## src/rtl/mc_signal_generator_if.sv

```systemverilog
// Motor-controller link bus: requested packet in, pulse and status out.
interface mc_signal_generator_if;
    logic [4:0] mcp;
    logic       mcp_update;
    logic       mc_pwm;
    logic [4:0] current_mc;
    logic       frame_start;
    logic       code_err;
    logic       failsafe;

    modport master (
        output mcp, mcp_update,
        input  mc_pwm, current_mc, frame_start, code_err, failsafe
    );

    modport slave (
        input  mcp, mcp_update,
        output mc_pwm, current_mc, frame_start, code_err, failsafe
    );
endinterface

```

## src/rtl/mc_signal_generator.sv

```systemverilog
// Servo-style pulse generator for the motor-controller link: one pulse per frame.
// Optional MCP_UPDATE watchdog forcing neutral is enabled by defining MC_FAILSAFE_EN.
module mc_signal_generator #(
    parameter int unsigned CNT_W          = 20,
    parameter int unsigned FRAME_CYCLES   = 550000,
    parameter int unsigned PULSE_NEUTRAL  = 75000,
    parameter int unsigned PULSE_STEP     = 6250,
    parameter int unsigned TIMEOUT_FRAMES = 16
) (
    input  logic                    clk_i,
    input  logic                    reset_i,
    mc_signal_generator_if.slave    bus
);

    typedef enum logic [1:0] {
        IDLE = 2'd0,
        HIGH = 2'd1,
        LOW  = 2'd2
    } state_e;

    localparam logic [CNT_W-1:0] FRAME_LAST = CNT_W'(FRAME_CYCLES - 1);
    localparam logic [CNT_W-1:0] NEUTRAL_W  = CNT_W'(PULSE_NEUTRAL);
    localparam logic [CNT_W-1:0] STEP_W     = CNT_W'(PULSE_STEP);
    localparam logic [4:0]       CODE_NEUT  = 5'b00001;

    state_e           state_q;
    logic [CNT_W-1:0] frame_cnt_q;
    logic [CNT_W-1:0] width_q;
    logic             pwm_q;
    logic [4:0]       current_mc_q;
    logic             frame_start_q;
    logic             code_err_q;

    logic             boundary_c;
    logic             force_c;
    logic [3:0]       level_c;
    logic [CNT_W-1:0] delta_c;
    logic [4:0]       code_c;
    logic [CNT_W-1:0] width_c;
    logic             code_err_c;

    assign boundary_c = (frame_cnt_q == '0);
    assign level_c    = {1'b0, bus.mcp[4:2]} + 4'd1;
    assign delta_c    = CNT_W'(level_c) * STEP_W;

`ifdef MC_FAILSAFE_EN
    localparam int unsigned WD_W = $clog2(TIMEOUT_FRAMES + 1);

    logic [WD_W-1:0] wd_cnt_q;
    logic            failsafe_q;

    // A boundary that brings the count to the timeout forces neutral; an update on it wins.
    assign force_c = boundary_c && !bus.mcp_update
                     && (wd_cnt_q >= WD_W'(TIMEOUT_FRAMES - 1));

    always_ff @(posedge clk_i) begin
        if (reset_i) begin
            wd_cnt_q   <= '0;
            failsafe_q <= 1'b0;
        end else if (bus.mcp_update) begin
            wd_cnt_q   <= '0;
            failsafe_q <= 1'b0;
        end else if (boundary_c) begin
            if (wd_cnt_q != WD_W'(TIMEOUT_FRAMES)) begin
                wd_cnt_q <= wd_cnt_q + WD_W'(1);
            end
            if (force_c) begin
                failsafe_q <= 1'b1;
            end
        end
    end

    assign bus.failsafe = failsafe_q;
`else
    logic unused_mcp_update;

    assign unused_mcp_update = bus.mcp_update;
    assign force_c           = 1'b0;
    assign bus.failsafe      = 1'b0;
`endif

    // Resolve the requested packet into the transmitted code and pulse width.
    always_comb begin
        code_c     = bus.mcp;
        width_c    = NEUTRAL_W;
        code_err_c = 1'b0;
        if (force_c) begin
            code_c = CODE_NEUT;
        end else begin
            case (bus.mcp[1:0])
                2'b10:   width_c = NEUTRAL_W + delta_c;
                2'b00:   width_c = NEUTRAL_W - delta_c;
                2'b11: begin
                    code_c     = CODE_NEUT;
                    code_err_c = 1'b1;
                end
                default: width_c = NEUTRAL_W;
            endcase
        end
    end

    always_ff @(posedge clk_i) begin
        if (reset_i || (frame_cnt_q == FRAME_LAST)) begin
            frame_cnt_q <= '0;
        end else begin
            frame_cnt_q <= frame_cnt_q + CNT_W'(1);
        end
    end

    always_ff @(posedge clk_i) begin
        if (reset_i) begin
            state_q       <= IDLE;
            width_q       <= NEUTRAL_W;
            pwm_q         <= 1'b0;
            current_mc_q  <= CODE_NEUT;
            frame_start_q <= 1'b0;
            code_err_q    <= 1'b0;
        end else begin
            frame_start_q <= 1'b0;
            if (boundary_c) begin
                state_q       <= HIGH;
                width_q       <= width_c;
                pwm_q         <= 1'b1;
                current_mc_q  <= code_c;
                frame_start_q <= 1'b1;
                code_err_q    <= code_err_c;
            end else begin
                case (state_q)
                    HIGH: begin
                        if (frame_cnt_q == width_q) begin
                            state_q <= LOW;
                            pwm_q   <= 1'b0;
                        end
                    end
                    LOW:     state_q <= LOW;
                    default: state_q <= IDLE;
                endcase
            end
        end
    end

    assign bus.mc_pwm      = pwm_q;
    assign bus.current_mc  = current_mc_q;
    assign bus.frame_start = frame_start_q;
    assign bus.code_err    = code_err_q;

endmodule

```

## src/flat_wrapper.sv

```systemverilog
// flat-port wrapper written by rule: the top's interface ports become plain ports
module mc_signal_generator_flat 
#(
    parameter int unsigned CNT_W          = 20,
    parameter int unsigned FRAME_CYCLES   = 550000,
    parameter int unsigned PULSE_NEUTRAL  = 75000,
    parameter int unsigned PULSE_STEP     = 6250,
    parameter int unsigned TIMEOUT_FRAMES = 16
)
  (clk_i, reset_i, bus_mcp, bus_mcp_update, bus_mc_pwm, bus_current_mc, bus_frame_start, bus_code_err, bus_failsafe);
  mc_signal_generator_if bus_i ();
  input  logic clk_i;
  input  logic reset_i;
  input wire logic [$bits(bus_i.mcp)-1:0] bus_mcp;
  input wire logic [$bits(bus_i.mcp_update)-1:0] bus_mcp_update;
  output wire logic [$bits(bus_i.mc_pwm)-1:0] bus_mc_pwm;
  output wire logic [$bits(bus_i.current_mc)-1:0] bus_current_mc;
  output wire logic [$bits(bus_i.frame_start)-1:0] bus_frame_start;
  output wire logic [$bits(bus_i.code_err)-1:0] bus_code_err;
  output wire logic [$bits(bus_i.failsafe)-1:0] bus_failsafe;
  assign bus_i.mcp = bus_mcp;
  assign bus_i.mcp_update = bus_mcp_update;
  assign bus_mc_pwm = bus_i.mc_pwm;
  assign bus_current_mc = bus_i.current_mc;
  assign bus_frame_start = bus_i.frame_start;
  assign bus_code_err = bus_i.code_err;
  assign bus_failsafe = bus_i.failsafe;
  mc_signal_generator #(.CNT_W(CNT_W), .FRAME_CYCLES(FRAME_CYCLES), .PULSE_NEUTRAL(PULSE_NEUTRAL), .PULSE_STEP(PULSE_STEP), .TIMEOUT_FRAMES(TIMEOUT_FRAMES)) u_core (.clk_i(clk_i), .reset_i(reset_i), .bus(bus_i));
endmodule
```

## config.mk

```make
export PLATFORM = sky130hd
export DESIGN_NAME = mc_signal_generator_flat
export DESIGN_NICKNAME = d
export VERILOG_FILES = /design/src/rtl/mc_signal_generator_if.sv /design/src/rtl/mc_signal_generator.sv /design/src/flat_wrapper.sv
export SDC_FILE = /design/constraint.sdc
export NUM_CORES = 1
export LEC_CHECK = 0
export CAP_MARGIN = 10
export CORE_MARGIN = 4
export CORE_UTILIZATION = 35
export CTS_BUF_LIST = sky130_fd_sc_hd__clkbuf_4 sky130_fd_sc_hd__clkbuf_8 sky130_fd_sc_hd__clkbuf_16
export CTS_CLUSTER_DIAMETER = 60
export CTS_CLUSTER_SIZE = 28
export DETAILED_ROUTE_END_ITERATION = 16
export SYNTH_ARGS = -nofsm -noshare
export SYNTH_HDL_FRONTEND = slang
export SYNTH_SLANG_ARGS = --single-unit
```

## constraint.sdc

```tcl
create_clock -name clk_i -period 11.7 [get_ports clk_i]
set_clock_uncertainty 0.05 [all_clocks]
set_input_delay 2.34 -clock clk_i [delete_from_list [all_inputs] [get_ports clk_i]]
set_output_delay 2.34 -clock clk_i [all_outputs]
set_load 0.02 [all_outputs]
```

==> impl_metrics.csv, run 1 <==
group,metric,value,unit
drt,wirelength_met1,3.78,mm
yosys,synthFlopType,"dfxtp_1",
yosys,synth_edf_count,0,
drt,vias,2805,
critical_path,cpPeakStageDelay,0.84,ns
finish,multi_input_area,2210,µm²
power_and_ir_drop,netSwitchingFraction,0.332,
global_routing,grt_max_degree,22,
critical_path,critPathSlowestCell,"clkdlybuf4s50_1",
placed_design,io_buffer_count,14,
critical_path,worstPathRequired,11.82,ns
drt,route.antenna.remaining_nets,0,
power_and_ir_drop,pwr-share-comb,0.335,
clock_network,post_cts_buffers,0,
critical_path,cp_max_fo,11,
sta,finalSetupTns,0,ns
worst_hold_path,holdCritStartpoint,"u_core.bus.current_mc[1]",
sta,drv_slew,0,
finish,regArea,961,µm²
sta,maxSlewHeadroom,0.361,
critical_path,start_kind,"primary input",
sta,period_needed,7.10,ns
sta,hold_viol,0,
floorplan,core-area,9280,µm²
critical_path,critPathMostFrequentCell,"ha_1",
floorplan,die_y,106,µm
yosys,synth_nets,442,
clock_network,clock_sinks,48,
yosys,synth-async-reset-ratio,0,
drt,wl_per_cell,14.0,µm
placed_design,dp_hpwl,5.94,mm
yosys,avgSynthCellArea,8.17,µm²
clock_network,cts_buffers,5,
floorplan,start_util,0.361,
clock_network,clk_pin_slew_worst_paths,0.08,ns
critical_path,arrival,7.22,ns
drt,wl,7.61,mm
power_and_ir_drop,intPower,0.295,mW
power_and_ir_drop,power.share.sequential,0.410,
power_and_ir_drop,power.switching,0.146,mW
placed_design,pre_cts_slack,4.30,ns
power_and_ir_drop,power_density,121,nW/µm²
clock_network,root_buffer,"clkbuf_8",
flow_run,cap_violations,0,
status,outcome,"complete, no violations",
finish,diodes,0,
critical_path,crit_start,"bus_mcp[2]",
floorplan,rows,35,
placed_design,gp_routability_congestion,0.800,
yosys,ys_ff_latch,48,
critical_path,worst_setup_path_end_kind,"flop",
global_routing,antenna_found_initial,0,
drt,wl_met2,3.54,mm
sta,setup_viol,0,
sta,rsz0062_at_grt,"false",
floorplan,die-area,11200,µm²
clock_network,cts_tree,"done",
drt,wl_met3,204,µm
finish,nets,446,
floorplan,fp.dieW,106,µm
global_routing,overflow,0,
sta,max_freq,141,MHz
drt,drcViolationCount,0,
global_routing,grt_pass1_vias,2705,
power_and_ir_drop,peakVddDrop,0.0000494,V
power_and_ir_drop,p_clk_frac,0.255,
yosys,syn_area,3350,µm²
critical_path,path_class,"primary input to flop",
yosys,yosysSeqAreaShare,0.287,
critical_path,crit_chain,"clkdlybuf4s50_1 -> inv_1 -> ha_1 -> ha_1 -> ha_1 -> ha_1 -> a21oi_1 -> o2bb2ai_1 -> o2111ai_1 -> a21boi_0 -> and2b_2 -> inv_1 -> ha_1 -> a31o_2 -> a41oi_1 -> o2bb2ai_1 -> xnor2_1 -> o21ai_0",
sta,period_share,0.607,
drt,first_pass_iters,4,
sta,tightest_slew,0.953,ns
clock_network,clockBufferDepth,2,
clock_network,cts_hold_buffers,0,
clock_network,clk_latency,0.30,ns
floorplan,io_pins,17,
worst_hold_path,min_path_type,"flop to flop",
drt,highest_layer,"met4",
drt,drt-vias-per-instance,5.18,
global_routing,grt_pass1_wl,13.0,mm
sta,setup_ws,4.60,ns
power_and_ir_drop,p_leak,1.45,nW
global_routing,grt_usage,0.141,
finish,area_growth,8.85,%
yosys,netlist-cell-type-count,66,
yosys,ys_warn_count,0,
clock_network,htree_levels,2,
clock_network,post_cts_resized,0,
yosys,post_synth_inst_count,410,
finish,drive_above_1_share,0.0702,
finish,n_fill_cell,993,
drt,drt_iter0_drc,119,
critical_path,r2r_start,"u_core.frame_cnt_q[11]",
==> worst paths after layout <==
kind | end | slack (ns) | cells after the start
setup / recovery | u_core.width_q[15] | 4.60 | 18
hold / removal | u_core.bus.current_mc[1] | 0.40 | 2
setup reg to reg | u_core.width_q[17] | 8.69 | 7
hold reg to reg | u_core.bus.current_mc[1] | 0.40 | 2
==> critical path: cells and delay by family <==
family          cells  cell delay [ns]
fa+ha+maj           5             1.75
simple gates        1             0.26
xor+xnor            1             0.15
buf+inv             3             1.23
compound gates      8             1.50
==> routing by layer <==
metal,up-vias,global-route usage
met4,0,0.0463
met3,6,0.0220
met5,-,0
met1,1323,0.185
met2,39,0.237
li1,1437,-
==> cells in the mapped netlist, types with 7 or more instances <==
library cell  count  area share
a21oi_1          26       0.039
and3_1            7       0.013
clkbuf_1          9       0.010
dfxtp_1          48        0.29
ha_1             24       0.090
inv_1            20       0.022
nand2_1          39       0.044
nand3_1          18       0.027
nor2_1           48       0.054
o21ai_0          22       0.033
xnor2_1          19       0.050
xor2_1           30       0.078
==> flip-flops by register name, summed over array words and instances (netlist names) <==
register / count
u_core.bus.code_err: 1
u_core.width_q: 18
u_core.state_q: 2
u_core.bus.frame_start: 1
u_core.frame_cnt_q: 20
u_core.bus.current_mc: 5
u_core.bus.mc_pwm: 1
==> through the flow <==
| step | instances | utilization | area, µm² | hold slack [ns] | total power, mW |
|---|---|---|---|---|---|
| floorplan | 410 | - | 3350 | 0.387 | 0.299 |
| global placement | 536 | 0.382 | 3550 | 0.384 | 0.328 |
| detailed placement | 536 | 0.382 | 3550 | 0.392 | 0.331 |
| CTS | 542 | 0.393 | 3650 | 0.404 | 0.445 |
| global route | 542 | 0.393 | 3650 | 0.418 | 0.470 |
| finish | 542 | 0.393 | 3650 | 0.400 | 0.442 |
==> power groups by stage <==
stage / Clock (mW) / Combinational (mW) / Sequential [mW]
6_report: 0.113 / 0.148 / 0.181
3_3_place_gp: 0 / 0.143 / 0.185
4_1_cts: 0.117 / 0.147 / 0.181
5_1_grt: 0.123 / 0.165 / 0.182
3_5_place_dp: 0 / 0.146 / 0.185
2_1_floorplan: 0 / 0.113 / 0.186
==> layout by cell type (no fill, tap or decap), types with 2 or more instances in the layout <==
master           count
xnor2_2              2
or3_1                5
dfxtp_1             48
a31oi_1              3
and4_1               2
mux2i_1              2
nand3b_1             4
nor4_1               5
nand4_1              2
a21o_1               3
o2111ai_1            2
a31o_2               5
clkdlybuf4s50_1     14
xnor2_1             19
o21ai_0             22
a41o_1               2
clkbuf_8             5
or4_1                2
ha_1                24
a211o_1              2
nor3_1               5
xor2_1              30
nand3_1             18
o31ai_1              2
and2_1               4
a41oi_1              2
nand2_1             39
nor2b_1              3
o21ai_1              4
inv_1               20
a32oi_1              2
a21oi_1             26
and3_1               7
nor2_1              48
o2bb2ai_1            2
==> area by class of cell <==
| class | count | share of cell area |
|---|---|---|
| multi-input cells | 325 | 0.606 |
| well taps | 129 | 0.0443 |
| inverters | 20 | 0.0206 |
| repair buffers | 14 | 0.0384 |
| clock buffers | 5 | 0.0189 |
| clock inverters | 1 | 0.00824 |
| flip-flops and latches | 48 | 0.264 |
==> logic make-up (layout without fill, tap and decap cells) <==
logic type,Yosys count,in the layout,synth area share
AOI/OAI and AO/OA,93,93,0.188
xor gates and xnor gates,53,53,0.153
adders and majority gates,24,24,0.0897
buffers and inverters,37,40,0.0534
DFF,48,48,0.287
muxes,2,2,0.00598
other,1,1,0.00112
and+or+nand+nor,152,152,0.222
Power figures use the tool's default switching activity.
==> inputs of run 2 (changes only) <==
clock period = 7.4 ns   (was 11.7 ns; I/O delays follow)
==> run 2 against run 1 <==
Worst setup slack worse by 3.1 ns. Global-route usage shrank 0.061 points. Clock power is 50% higher. Routed wire length is 0.93% lower. Cell count increased by 0.55%. Sequential power rose by 58%. Die area unchanged. Worst hold slack gained 0.0056 ns. Critical path depth grew 1.
==> impl_metrics.csv, run 2 (synthesized netlist as in run 1, its figures left out) <==
group,metric,value,unit
status,outcome,"complete, no violations",
finish,largest_register,"u_core.frame_cnt_q",
critical_path,cp_max_fo,11,
clock_network,clockBufferDepth,2,
floorplan,io_pins,17,
floorplan,fp.dieW,106,µm
floorplan,start_util,0.361,
sta,maxSlewHeadroom,0.401,
finish,largest_reg_flops,20,
critical_path,r2r_start,"u_core.frame_cnt_q[11]",
sta,period_share,0.796,
critical_path,path_class,"primary input to flop",
global_routing,antenna_found_initial,0,
floorplan,core-area,9280,µm²
drt,wl_met3,296,µm
clock_network,cts_tree,"done",
critical_path,rr_worst_depth,7,
clock_network,clk_pin_slew_worst_paths,0.09,ns
floorplan,rows,35,
finish,area_growth,9.04,%
sta,setup_viol,0,
sta,max_freq,170,MHz
drt,highest_layer,"met4",
critical_path,reg2reg_to,"u_core.width_q[17]",
finish,drive_above_1_share,0.0769,
power_and_ir_drop,p_leak,1.46,nW
sta,drv_slew,0,
finish,nets,447,
drt,wl_met2,3.57,mm
global_routing,grt_usage,0.141,
worst_hold_path,holdPathStages,2,
clock_network,clk_latency,0.31,ns
worst_hold_path,min_path_type,"flop to flop",
clock_network,cts_hold_buffers,0,
clock_network,clock_sinks,48,
finish,final_cell_mix,"nor2_1, dfxtp_1, nand2_1",
floorplan,die_y,106,µm
global_routing,grt_pass1_wl,13.0,mm
clock_network,root_buffer,"clkbuf_8",
drt,drt-vias-per-instance,5.08,
placed_design,dp_hpwl,5.89,mm
placed_design,place_inst,537,
sta,hold_viol,0,
drt,drcViolationCount,0,
clock_network,post_cts_resized,0,
drt,vias,2766,
critical_path,arrival,6.02,ns
flow_run,cap_violations,0,
placed_design,gp_routability_congestion,0.796,
worst_hold_path,holdPathEnd,"u_core.bus.current_mc[1]",
sta,tightest_slew,0.894,ns
drt,wl,7.54,mm
sta,finalSetupTns,0,ns
sta,rsz0062_at_grt,"false",
drt,drt_iter0_drc,119,
drt,wl_per_cell,13.8,µm
finish,diodes,0,
worst_hold_path,holdCritStartpoint,"u_core.bus.current_mc[1]",
critical_path,start_kind,"primary input",
floorplan,die-area,11200,µm²
critical_path,regToRegSetupSlack,4.44,ns
clock_network,cts_buffers,5,
drt,first_pass_iters,4,
global_routing,overflow,0,
critical_path,worstPathRequired,7.53,ns
sta,period_needed,5.89,ns
critical_path,worst_setup_path_end_kind,"flop",
clock_network,htree_levels,2,
finish,final_cells,545,
global_routing,grt_max_degree,22,
power_and_ir_drop,power_density,188,nW/µm²
drt,wirelength_met1,3.57,mm
clock_network,post_cts_buffers,0,
placed_design,io_buffer_count,14,
drt,route.antenna.remaining_nets,0,
global_routing,grt_pass1_vias,2671,
power_and_ir_drop,peakVddDrop,0.0000718,V
-- run 2: worst max-delay path by stage --
stage | startpoint | to | depth (start not counted)
2_1_floorplan | bus_mcp[2] | u_core.width_q[15] | 19
3_3_place_gp | bus_mcp[2] | u_core.width_q[15] | 19
3_5_place_dp | bus_mcp[2] | u_core.width_q[15] | 19
4_1_cts | bus_mcp[2] | u_core.width_q[15] | 19
5_1_grt | bus_mcp[2] | u_core.width_q[15] | 19
6_report | bus_mcp[2] | u_core.width_q[15] | 19
-- run 2: layout make-up --
cell class                 count  area [µm²]
inverter                      20        75.1
fill                        1001        5630
clock buffer                   7        90.1
timing repair buffer          15         148
clock inverter                 1        7.51
sequential                    48         961
multi-input combinational    325        2210
tap                          129         161
-- run 2: critical path: stages --
cell	delay, ns
clkdlybuf4s50_1	0.45
buf_4	0.20
ha_1	0.35
xor2_1	0.32
ha_1	0.29
ha_1	0.37
ha_1	0.38
a31o_2	0.25
o2bb2ai_1	0.15
o2111ai_1	0.29
a21boi_0	0.15
and2b_2	0.25
inv_1	0.08
ha_1	0.19
a31o_2	0.20
a41oi_1	0.21
o2bb2ai_1	0.16
xnor2_1	0.15
o21ai_0	0.09
-- run 2: per-stage QoR --
| stage | hold slack [ns] | power, mW | setup WS, ns | utilization | area, µm² |
|---|---|---|---|---|---|
| final | 0.406 | 0.687 | 1.51 | 0.393 | 3650 |
| after global routing | 0.435 | 0.733 | 1.14 | 0.393 | 3650 |
| after CTS | 0.408 | 0.691 | 1.52 | 0.393 | 3650 |
| after detailed placement | 0.394 | 0.522 | 1.20 | 0.383 | 3550 |
| after global placement | 0.385 | 0.519 | 1.29 | 0.383 | 3550 |
| after floorplan | 0.387 | 0.472 | 2.28 | - | 3350 |
-- run 2: layer usage --
| layer | vias up | GRT usage |
|---|---|---|
| met1 | 1264 | 0.186 |
| li1 | 1441 | - |
| met2 | 51 | 0.233 |
| met3 | 10 | 0.0282 |
| met5 | - | 0 |
| met4 | 0 | 0.0379 |
-- run 2: report_power, final --
group	total, mW	switching, mW	leakage (nW)	internal (mW)
sequential	0.286	0.0115	0.391	0.274
clock	0.169	0.0895	0.0479	0.0797
combinational	0.232	0.136	1.02	0.0955
total	0.687	0.237	1.46	0.450
==> inputs of run 3 (changes only) <==
clock period = 5.1 ns   (was 7.4 ns; I/O delays follow)
==> run 3 against run 2 <==
Design area grew 8.8%. Sequential power grew 45%. Combinational power grew 72%. Worst hold slack lost 0.0061 ns. Clock power grew 85%. Routed wire length grew 5.2%. Critical path depth shrank 1. Largest cell class unchanged.
==> impl_metrics.csv, run 3 (synthesized netlist as in run 1, its figures left out) <==
group,metric,value,unit
clock_network,cts_tree,"done",
floorplan,die-area,11200,µm²
clock_network,root_buffer,"clkbuf_8",
critical_path,r2r_start,"u_core.frame_cnt_q[11]",
clock_network,clock_sinks,48,
critical_path,regToRegSetupSlack,2.08,ns
global_routing,grt_pass1_wl,13.4,mm
drt,drt-vias-per-instance,5.03,
sta,max_freq,207,MHz
sta,drv_slew,0,
sta,tightest_slew,0.925,ns
critical_path,path_class,"primary input to flop",
worst_hold_path,min_path_type,"flop to flop",
placed_design,pre_cts_slack,-0.141,ns
critical_path,critPathSlowestCell,"clkdlybuf4s50_1",
global_routing,grt_pass1_vias,2878,
worst_hold_path,holdCritStartpoint,"u_core.bus.current_mc[1]",
critical_path,worst_setup_path_end_kind,"flop",
power_and_ir_drop,p_leak,1.66,nW
floorplan,core-area,9280,µm²
critical_path,reg2reg_to,"u_core.width_q[17]",
clock_network,clk_pin_slew_worst_paths,0.08,ns
finish,largest_reg_flops,20,
critical_path,critPathMostFrequentCell,"ha_1",
critical_path,cp_top_family,"adder cells",
critical_path,cpPeakStageDelay,0.52,ns
drt,wl,7.93,mm
sta,setup_ws,0.262,ns
drt,drt_iter0_drc,178,
global_routing,grt_usage,0.145,
finish,final_area,3970,µm²
sta,setup_viol,0,
critical_path,rr_worst_depth,7,
global_routing,busiest_layer,"met2",
power_and_ir_drop,peakVddDrop,0.000135,V
finish,final_cell_mix,"nor2_1, dfxtp_1, nand2_1",
status,outcome,"complete, no violations",
placed_design,dp_hpwl,6.28,mm
drt,first_pass_iters,4,
sta,period_needed,4.84,ns
clock_network,post_cts_buffers,0,
floorplan,io_pins,17,
critical_path,worstPathRequired,5.21,ns
clock_network,post_cts_resized,0,
critical_path,cp_num_buf_inv,3,
global_routing,use_met3,0.0257,
global_routing,grt_max_degree,22,
flow_run,cap_violations,0,
floorplan,rows,35,
critical_path,cp_max_fo,5,
worst_hold_path,holdPathEnd,"u_core.bus.current_mc[1]",
sta,period_share,0.949,
clock_network,clk_latency,0.29,ns
placed_design,gp_routability_congestion,0.819,
drt,wl_per_cell,13.7,µm
global_routing,grt_util_met1,0.184,
finish,nets,482,
critical_path,crit_start,"bus_mcp[2]",
power_and_ir_drop,power_density,283,nW/µm²
sta,maxSlewHeadroom,0.380,
clock_network,clockBufferDepth,2,
global_routing,use_met2,0.247,
global_routing,overflow,0,
placed_design,io_buffer_count,14,
critical_path,crit_chain,"clkdlybuf4s50_1 -> inv_1 -> ha_1 -> ha_1 -> ha_1 -> ha_1 -> a21oi_2 -> o2bb2ai_2 -> o2111ai_2 -> a21boi_0 -> and2b_2 -> inv_1 -> ha_1 -> a31o_2 -> a41oi_1 -> o2bb2ai_1 -> xnor2_1 -> o21ai_0",
floorplan,fp.dieW,106,µm
global_routing,antenna_found_initial,0,
critical_path,start_kind,"primary input",
finish,drive_above_1_share,0.156,
floorplan,start_util,0.361,
floorplan,die_y,106,µm
clock_network,cts_buffers,5,
finish,diodes,0,
placed_design,post_dp_cell_area,3820,µm²
critical_path,arrival,4.95,ns
finish,largest_register,"u_core.frame_cnt_q",
sta,hold_viol,0,
drt,drcViolationCount,0,
drt,vias,2914,
drt,route.antenna.remaining_nets,0,
worst_hold_path,holdPathStages,2,
clock_network,cts_hold_buffers,0,
clock_network,htree_levels,2,
sta,rsz0062_at_grt,"false",
finish,area_growth,18.6,%
-- run 3: layer usage --
layer  vias up  routed length (µm)
met1      1360                3840
met5         -                   0
li1       1509                   -
met2        33                3810
met3        12                 143
met4         0                 136
-- run 3: worst max-delay path by stage --
stage / end / slack [ns] / cells past startpoint
after floorplan: u_core.width_q[15] / 0.44 / 19
after global placement: u_core.width_q[15] / -0.11 / 18
after detailed placement: u_core.width_q[15] / -0.14 / 18
after CTS: u_core.width_q[15] / 0.10 / 18
after global routing: u_core.width_q[15] / 0.05 / 18
final: u_core.width_q[15] / 0.26 / 18
-- run 3: area by class of cell --
type                       instances  area, µm²
inverter                          20       75.1
multi-input combinational        325       2230
clock buffer                       5       68.8
fill                             986       5310
timing repair buffer              50        413
clock inverter                     2       60.1
tap                              129        161
sequential                        48        961
-- run 3: worst register-to-register path: stages (launching register included) --
cell     delay [ns]
dfxtp_1        0.38
or4_1          0.57
nor4_2         0.36
nand4_2        0.33
nor3_2         0.79
o21ai_1        0.21
a21oi_1        0.17
a211o_1        0.10
-- run 3: per-stage QoR --
step           hold slack [ns]   util  setup TNS (ns)  std cells  total power, mW
2_1_floorplan            0.387      -               0        410            0.685
3_3_place_gp             0.383  0.411          -0.196        572            0.806
3_5_place_dp             0.388  0.411          -0.263        572            0.813
4_1_cts                  0.405  0.425               0        579             1.13
5_1_grt                  0.426  0.428               0        579             1.19
6_report                 0.400  0.428               0        579             1.12
-- run 3: power by group --
group | internal [mW] | total, mW | switching (mW) | leakage [nW]
clock | 0.193 | 0.312 | 0.119 | 0.0642
sequential | 0.398 | 0.415 | 0.0172 | 0.391
combinational | 0.184 | 0.398 | 0.214 | 1.21
